[src/rtl/multicycle_alu.sv]
// multicycle_alu
//   Handshaked ALU between register-file read and writeback. One operation is
//   accepted per start pulse in IDLE; result and flags are registered and
//   announced by a one-cycle done pulse. ADD/SUB/AND/OR/COMPLEMENT finish in
//   one edge, logical shifts iterate one bit per edge, and MUL is an unsigned
//   shift-add iterating one multiplier bit per edge.
//
//   Optional feature: define ALU_MUL_EN to compile in the multiplier datapath.
//   Without it, opcode 5 completes in one edge with result 0 and only Z set.
//
// Ports
//   clock            rising-edge clock
//   reset            asynchronous active-low reset
//   start            request, sampled only in IDLE
//   operation        opcode: 0 ADD 1 SUB 2 AND 3 OR 4 COMPLEMENT 5 MUL 6 SHL 7 SHR
//   primaryOperand   operand A
//   secondaryOperand operand B (low SAW bits are the shift amount for shifts)
//   result           registered result, held until the next done
//   flags            {overflow, zero, carry, negative}, updated with result
//   busy             operation in progress
//   done             one-cycle pulse when result/flags update
module multicycle_alu #(
  parameter int WIDTH = 16,
  parameter int SAW   = $clog2(WIDTH)
) (
  input  logic             clock,
  input  logic             reset,
  input  logic             start,
  input  logic [2:0]       operation,
  input  logic [WIDTH-1:0] primaryOperand,
  input  logic [WIDTH-1:0] secondaryOperand,
  output logic [WIDTH-1:0] result,
  output logic [3:0]       flags,
  output logic             busy,
  output logic             done
);

  typedef enum logic [2:0] {
    OP_ADD = 3'd0, OP_SUB = 3'd1, OP_AND = 3'd2, OP_OR  = 3'd3,
    OP_CPL = 3'd4, OP_MUL = 3'd5, OP_SHL = 3'd6, OP_SHR = 3'd7
  } op_e;

  typedef enum logic {S_IDLE, S_EXEC} state_e;

  // Counter must hold WIDTH for MUL as well as WIDTH-1 for shifts.
  localparam int CW = SAW + 1;

  state_e           state;
  op_e              op_q;
  logic [WIDTH-1:0] a_q;      // operand A; doubles as the shift register
  logic [WIDTH-1:0] b_q;      // operand B; doubles as the multiplier
  logic [CW-1:0]    count;    // iterations remaining before writeback
  logic             shift_c;  // last bit shifted out
`ifdef ALU_MUL_EN
  logic [2*WIDTH-1:0] acc;    // partial product
  logic [2*WIDTH-1:0] mcand;  // multiplicand, shifted left each iteration
`endif

  logic [WIDTH-1:0] wb_result;
  logic             wb_c;
  logic             wb_v;
  logic [WIDTH:0]   sum_add;
  logic [WIDTH:0]   sum_sub;

  assign sum_add = {1'b0, a_q} + {1'b0, b_q};
  assign sum_sub = {1'b0, a_q} + {1'b0, ~b_q} + (WIDTH+1)'(1);

  // Writeback value, evaluated from the latched operands in the final EXEC cycle.
  always_comb begin
    // NOTE: every output of this block gets a default first so no latch is inferred.
    wb_result = '0;
    wb_c      = 1'b0;
    wb_v      = 1'b0;
    unique case (op_q)
      OP_ADD: begin
        wb_result = sum_add[WIDTH-1:0];
        wb_c      = sum_add[WIDTH];
        // Signed overflow: like-signed operands producing the other sign.
        wb_v      = (a_q[WIDTH-1] == b_q[WIDTH-1]) && (wb_result[WIDTH-1] != a_q[WIDTH-1]);
      end
      OP_SUB: begin
        wb_result = sum_sub[WIDTH-1:0];
        wb_c      = sum_sub[WIDTH];
        wb_v      = (a_q[WIDTH-1] != b_q[WIDTH-1]) && (wb_result[WIDTH-1] != a_q[WIDTH-1]);
      end
      OP_AND: wb_result = a_q & b_q;
      OP_OR:  wb_result = a_q | b_q;
      OP_CPL: wb_result = ~a_q;
      OP_MUL: begin
`ifdef ALU_MUL_EN
        wb_result = acc[WIDTH-1:0];
        wb_c      = |acc[2*WIDTH-1:WIDTH];
`endif
      end
      OP_SHL, OP_SHR: begin
        wb_result = a_q;
        wb_c      = shift_c;
      end
      default: ;
    endcase
  end

  always_ff @(posedge clock or negedge reset) begin
    // NOTE: every register is reset, so an aborted operation leaves no residue.
    if (!reset) begin
      state   <= S_IDLE;
      op_q    <= OP_ADD;
      a_q     <= '0;
      b_q     <= '0;
      count   <= '0;
      shift_c <= 1'b0;
      result  <= '0;
      flags   <= '0;
      busy    <= 1'b0;
      done    <= 1'b0;
`ifdef ALU_MUL_EN
      acc     <= '0;
      mcand   <= '0;
`endif
    end else begin
      // NOTE: non-blocking assignments keep every register sampling pre-edge values.
      done <= 1'b0;
      unique case (state)
        S_IDLE: begin
          if (start) begin
            op_q    <= op_e'(operation);
            a_q     <= primaryOperand;
            b_q     <= secondaryOperand;
            shift_c <= 1'b0;
            busy    <= 1'b1;
            state   <= S_EXEC;
            unique case (op_e'(operation))
`ifdef ALU_MUL_EN
              OP_MUL:         count <= CW'(WIDTH);
`endif
              OP_SHL, OP_SHR: count <= CW'(secondaryOperand[SAW-1:0]);
              default:        count <= '0;
            endcase
`ifdef ALU_MUL_EN
            acc   <= '0;
            mcand <= {{WIDTH{1'b0}}, primaryOperand};
`endif
          end
        end
        S_EXEC: begin
          if (count != '0) begin
            count <= count - CW'(1);
            unique case (op_q)
              OP_SHL: begin
                shift_c <= a_q[WIDTH-1];
                a_q     <= a_q << 1;
              end
              OP_SHR: begin
                shift_c <= a_q[0];
                a_q     <= a_q >> 1;
              end
`ifdef ALU_MUL_EN
              OP_MUL: begin
                if (b_q[0]) acc <= acc + mcand;
                mcand <= mcand << 1;
                b_q   <= b_q >> 1;
              end
`endif
              default: ;
            endcase
          end else begin
            result <= wb_result;
            flags  <= {wb_v, (wb_result == '0), wb_c, wb_result[WIDTH-1]};
            done   <= 1'b1;
            busy   <= 1'b0;
            state  <= S_IDLE;
          end
        end
        default: state <= S_IDLE;
      endcase
    end
  end

endmodule

[config.mk]
export PLATFORM = sky130hd
export DESIGN_NAME = multicycle_alu
export DESIGN_NICKNAME = d
export VERILOG_FILES = /design/src/rtl/multicycle_alu.sv
export SDC_FILE = /design/constraint.sdc
export NUM_CORES = 1
export LEC_CHECK = 0
export ABC_AREA = 1
export CAP_MARGIN = 0
export CORE_MARGIN = 2
export CORE_UTILIZATION = 60
export CTS_CLUSTER_SIZE = 16
export DETAILED_ROUTE_END_ITERATION = 7
export PLACE_DENSITY = 0.84
export SETUP_SLACK_MARGIN = 0.3
export SYNTH_ARGS = -nofsm -noshare
export SYNTH_HDL_FRONTEND = slang
export SYNTH_SLANG_ARGS = --single-unit
[constraint.sdc]
create_clock -name clock -period 3.3 [get_ports clock]
set_input_delay 0.495 -clock clock [delete_from_list [all_inputs] [get_ports clock]]
set_output_delay 0.495 -clock clock [all_outputs]
set_load 0.02 [all_outputs]
==> reports/results.txt <==
global-route wire length before repair = 26,820 µm
routed vias/inst = 5.623
Post-Synth XOR/XNOR Area = 0.6075%
sequential cell area = 0.001577 mm²
antenna viol nets, final = 0
Mapped Area = 0.005767 mm²
HPWL after DPL = 12,510 µm
area share of and/or/nand/nor cells after synthesis = 33.93%
Startpoint Class = flop
remaining max-slew budget at the tightest pin = 42.40%
I/O Pins = 60
number of flip-flops and latches in the synthesized netlist = 63
setup_tns = 0 ps
number of DRC markers in iteration 0 = 455
final non-filler cell total = 1,077
class of the tightest hold or removal check = in2async
core box area = 0.009284 mm²
worst-margin pin slew = 864.0 ps
Syn Inst Count = 902
Final #Nets = 1,035
Root Buffer = sky130_fd_sc_hd__clkbuf_8
Die Span Y = 102.0 µm
peak clock frequency supported by timing = 382.9 MHz
pin count of the biggest net entering global routing = 41
Adder-Cell Fraction of Synth Area = 11.98%
first-pass iteration count of the detailed router = 7
worst clock skew on the final layout = 15.97 ps
CTS sink count = 63
register area share after synthesis = 27.34%
r2r startpoint = a_q[0]
DRC violation count after routing = 0
final count of hold timing violations = 0
area of the die = 0.01041 mm²
Max rail drop VDD = 0.0006056 V
RSZ-0062 raised after global routing = false
Netlist cell types = 39
fraction of final layout cells sized beyond drive strength 1 = 4.747%
start-to-end type of the worst setup path = reg2reg
total count of max-transition violations in the final report = 0
complex-gate fraction of the synthesized area = 14.15%
vias in the first global route = 5,553
count of H-tree levels built during CTS = 3
Inserted Clock Buffers = 9
Period Utilization, post-route = 79.13%
dpl cells = 1,061
post-CTS setup buffers = 0
overall overflow remaining after global route = 0
WL/cell = 15.17 µm
proportion of synthesized area in mux cells = 0%
synthesis warning total = 0
setup-violating endpoint count in the final report = 0
area of the multi-input gates = 0.003498 mm²
Final GP Congestion = 1.047
result of the run = completed
TritonCTS clock tree = built
synthesis-to-layout area growth = 13.63%
nets in the synthesized netlist = 994
count of input and output buffers = 59
Die X-Extent = 102.0 µm
fill cell count = 823
drt total wl = 16,340 µm
Max Cap Viol = 0
average instance area after synthesis = 6.393 µm²
Period minus WS final = 2611 ps
gr usage total = 33.21%
critical-path maximum fanout = 4
quantity of hold-fixing buffers added after cts = 0
maximum clock insertion buffer count = 2
number of antenna violations at the first check in global routing = 0
Data required, critical path = 3600 ps
leakage power total = 3.350 nW
launching element of the worst setup path = a_q[0]
clock latency reported for the late side of the worst-skew pair = 370 ps
Cell Pwr Density = 1115 mW/mm²
combinational family with the most area after synthesis = simple AND/OR/NAND/NOR gates
data arrival time of the critical path = 2910 ps
Diodes inserted = 0
number of standard-cell rows in the floorplan = 35
CTS clk-pin slew, worst paths = 80 ps
starting utilization of the core area = 62.12%
element type at the critical path end = flop
vias = 6,056
Resize count post-CTS = 0
[stage by stage]
stage	instance area (µm²)	utilization [%]	worst slack, ps	total power, mW	hold WS, ps
floorplan	5767	-	1295	5.183	199.4
global placement	6347	68.37	799.7	6.343	460.7
detailed placement	6347	68.37	814.0	6.406	464.7
CTS	6553	70.58	761.6	7.169	261.6
global route	6553	70.58	434.8	7.976	299.1
finish	6553	70.58	688.7	7.303	231.2
[critical path, stage by stage (launching register included)]
cell	delay (ps)
sky130_fd_sc_hd__dfrtp_1	410
sky130_fd_sc_hd__ha_1	290
sky130_fd_sc_hd__inv_1	130
sky130_fd_sc_hd__fa_1	400
sky130_fd_sc_hd__inv_1	110
sky130_fd_sc_hd__nand2_1	70
sky130_fd_sc_hd__nand2_1	80
sky130_fd_sc_hd__nand3_1	100
sky130_fd_sc_hd__nand2_1	100
sky130_fd_sc_hd__nand2_1	80
sky130_fd_sc_hd__nand2_1	70
sky130_fd_sc_hd__nand2_1	110
sky130_fd_sc_hd__nand3_1	100
sky130_fd_sc_hd__nand2_1	70
sky130_fd_sc_hd__nor2_1	160
sky130_fd_sc_hd__nand2_1	60
sky130_fd_sc_hd__nor2_1	110
sky130_fd_sc_hd__nand2_1	60
sky130_fd_sc_hd__nand2_1	50
[flip-flops by register name (all words and copies together) (netlist names)]
name     cells
shift_c      1
count        5
flags        4
result      15
state        1
b_q         16
a_q         16
done         1
busy         1
op_q         3
[cell usage after synthesis (all sizes together)]
cell,instances,area share (%)
nand3b,1,0.13
o21bai,2,0.26
fa,2,0.69
nor4,1,0.11
clkbuf,11,0.72
xnor2,2,0.30
buf,23,2.8
nand3,86,7.7
a21oi,34,3.1
nor2,100,6.6
o221ai,4,0.72
nand2,267,18
dfrtp,63,27
nor3,3,0.46
and2,1,0.11
o2111ai,1,0.15
o22ai,9,0.98
inv,130,8.5
ha,52,11
o21ai,88,7.7
a211oi,5,0.65
a21boi,1,0.13
o21a,2,0.26
xor2,2,0.30
a31oi,2,0.22
nand4,10,1.1
[cell usage in the layout, fill, tap and decap left out, drive strengths merged, types with 2 or more instances in the layout]
cell	instances
nand2	267
inv	132
nor2	100
o21ai	88
nand3	86
dfrtp	63
clkdlybuf4s50	58
ha	52
a21oi	34
nand4	10
clkbuf	10
o22ai	9
buf	6
a211oi	5
o221ai	4
nor3	3
xor2	2
a31oi	2
xnor2	2
o21a	2
o21bai	2
fa	2
clkinvlp	2
[cell type report]
type / count / share of cell area, %
clock buffer: 10 / 2.100
clock inverter: 6 / 1.031
inverter: 130 / 7.447
multi-input combinational: 675 / 53.39
sequential: 63 / 24.06
tap: 129 / 2.463
timing repair buffer: 64 / 9.509
[per-layer routing]
| metal | global-route usage, % | vias up | part of all wire (%) |
|---|---|---|---|
| met5 | 0 | - | 0 |
| met4 | 14.15 | 0 | 3.4 |
| met3 | 5.746 | 44 | 11 |
| met2 | 49.60 | 344 | 42 |
| met1 | 47.49 | 2717 | 43 |
| li1 | - | 2951 | - |
[logic make-up after synthesis]
group	Yosys count
adder cells (fa/ha/maj)	54
XOR/XNOR	4
flip-flops	63
buffers and inverters	164
AO/OA/AOI/OAI	148
AND/OR/NAND/NOR	469
[worst paths after layout]
kind                       slack [ps]         to  cells past startpoint
setup / recovery                  690   flags[2]                     18
hold / removal                    230   count[0]                      1
setup reg to reg                  690   flags[2]                     18
hold reg to reg                   480  result[5]                      2
max in group asynchronous        2210     a_q[8]                      2
min in group clock                480  result[5]                      2
[power by group]
part           internal [mW]  leakage [nW]  switching (mW)
Combinational           1.69          2.46            3.44
Clock                  0.373        0.0993           0.360
Sequential              1.12         0.788           0.330
Total                   3.18          3.35            4.12
No activity file was read; power rests on OpenSTA's default activity.
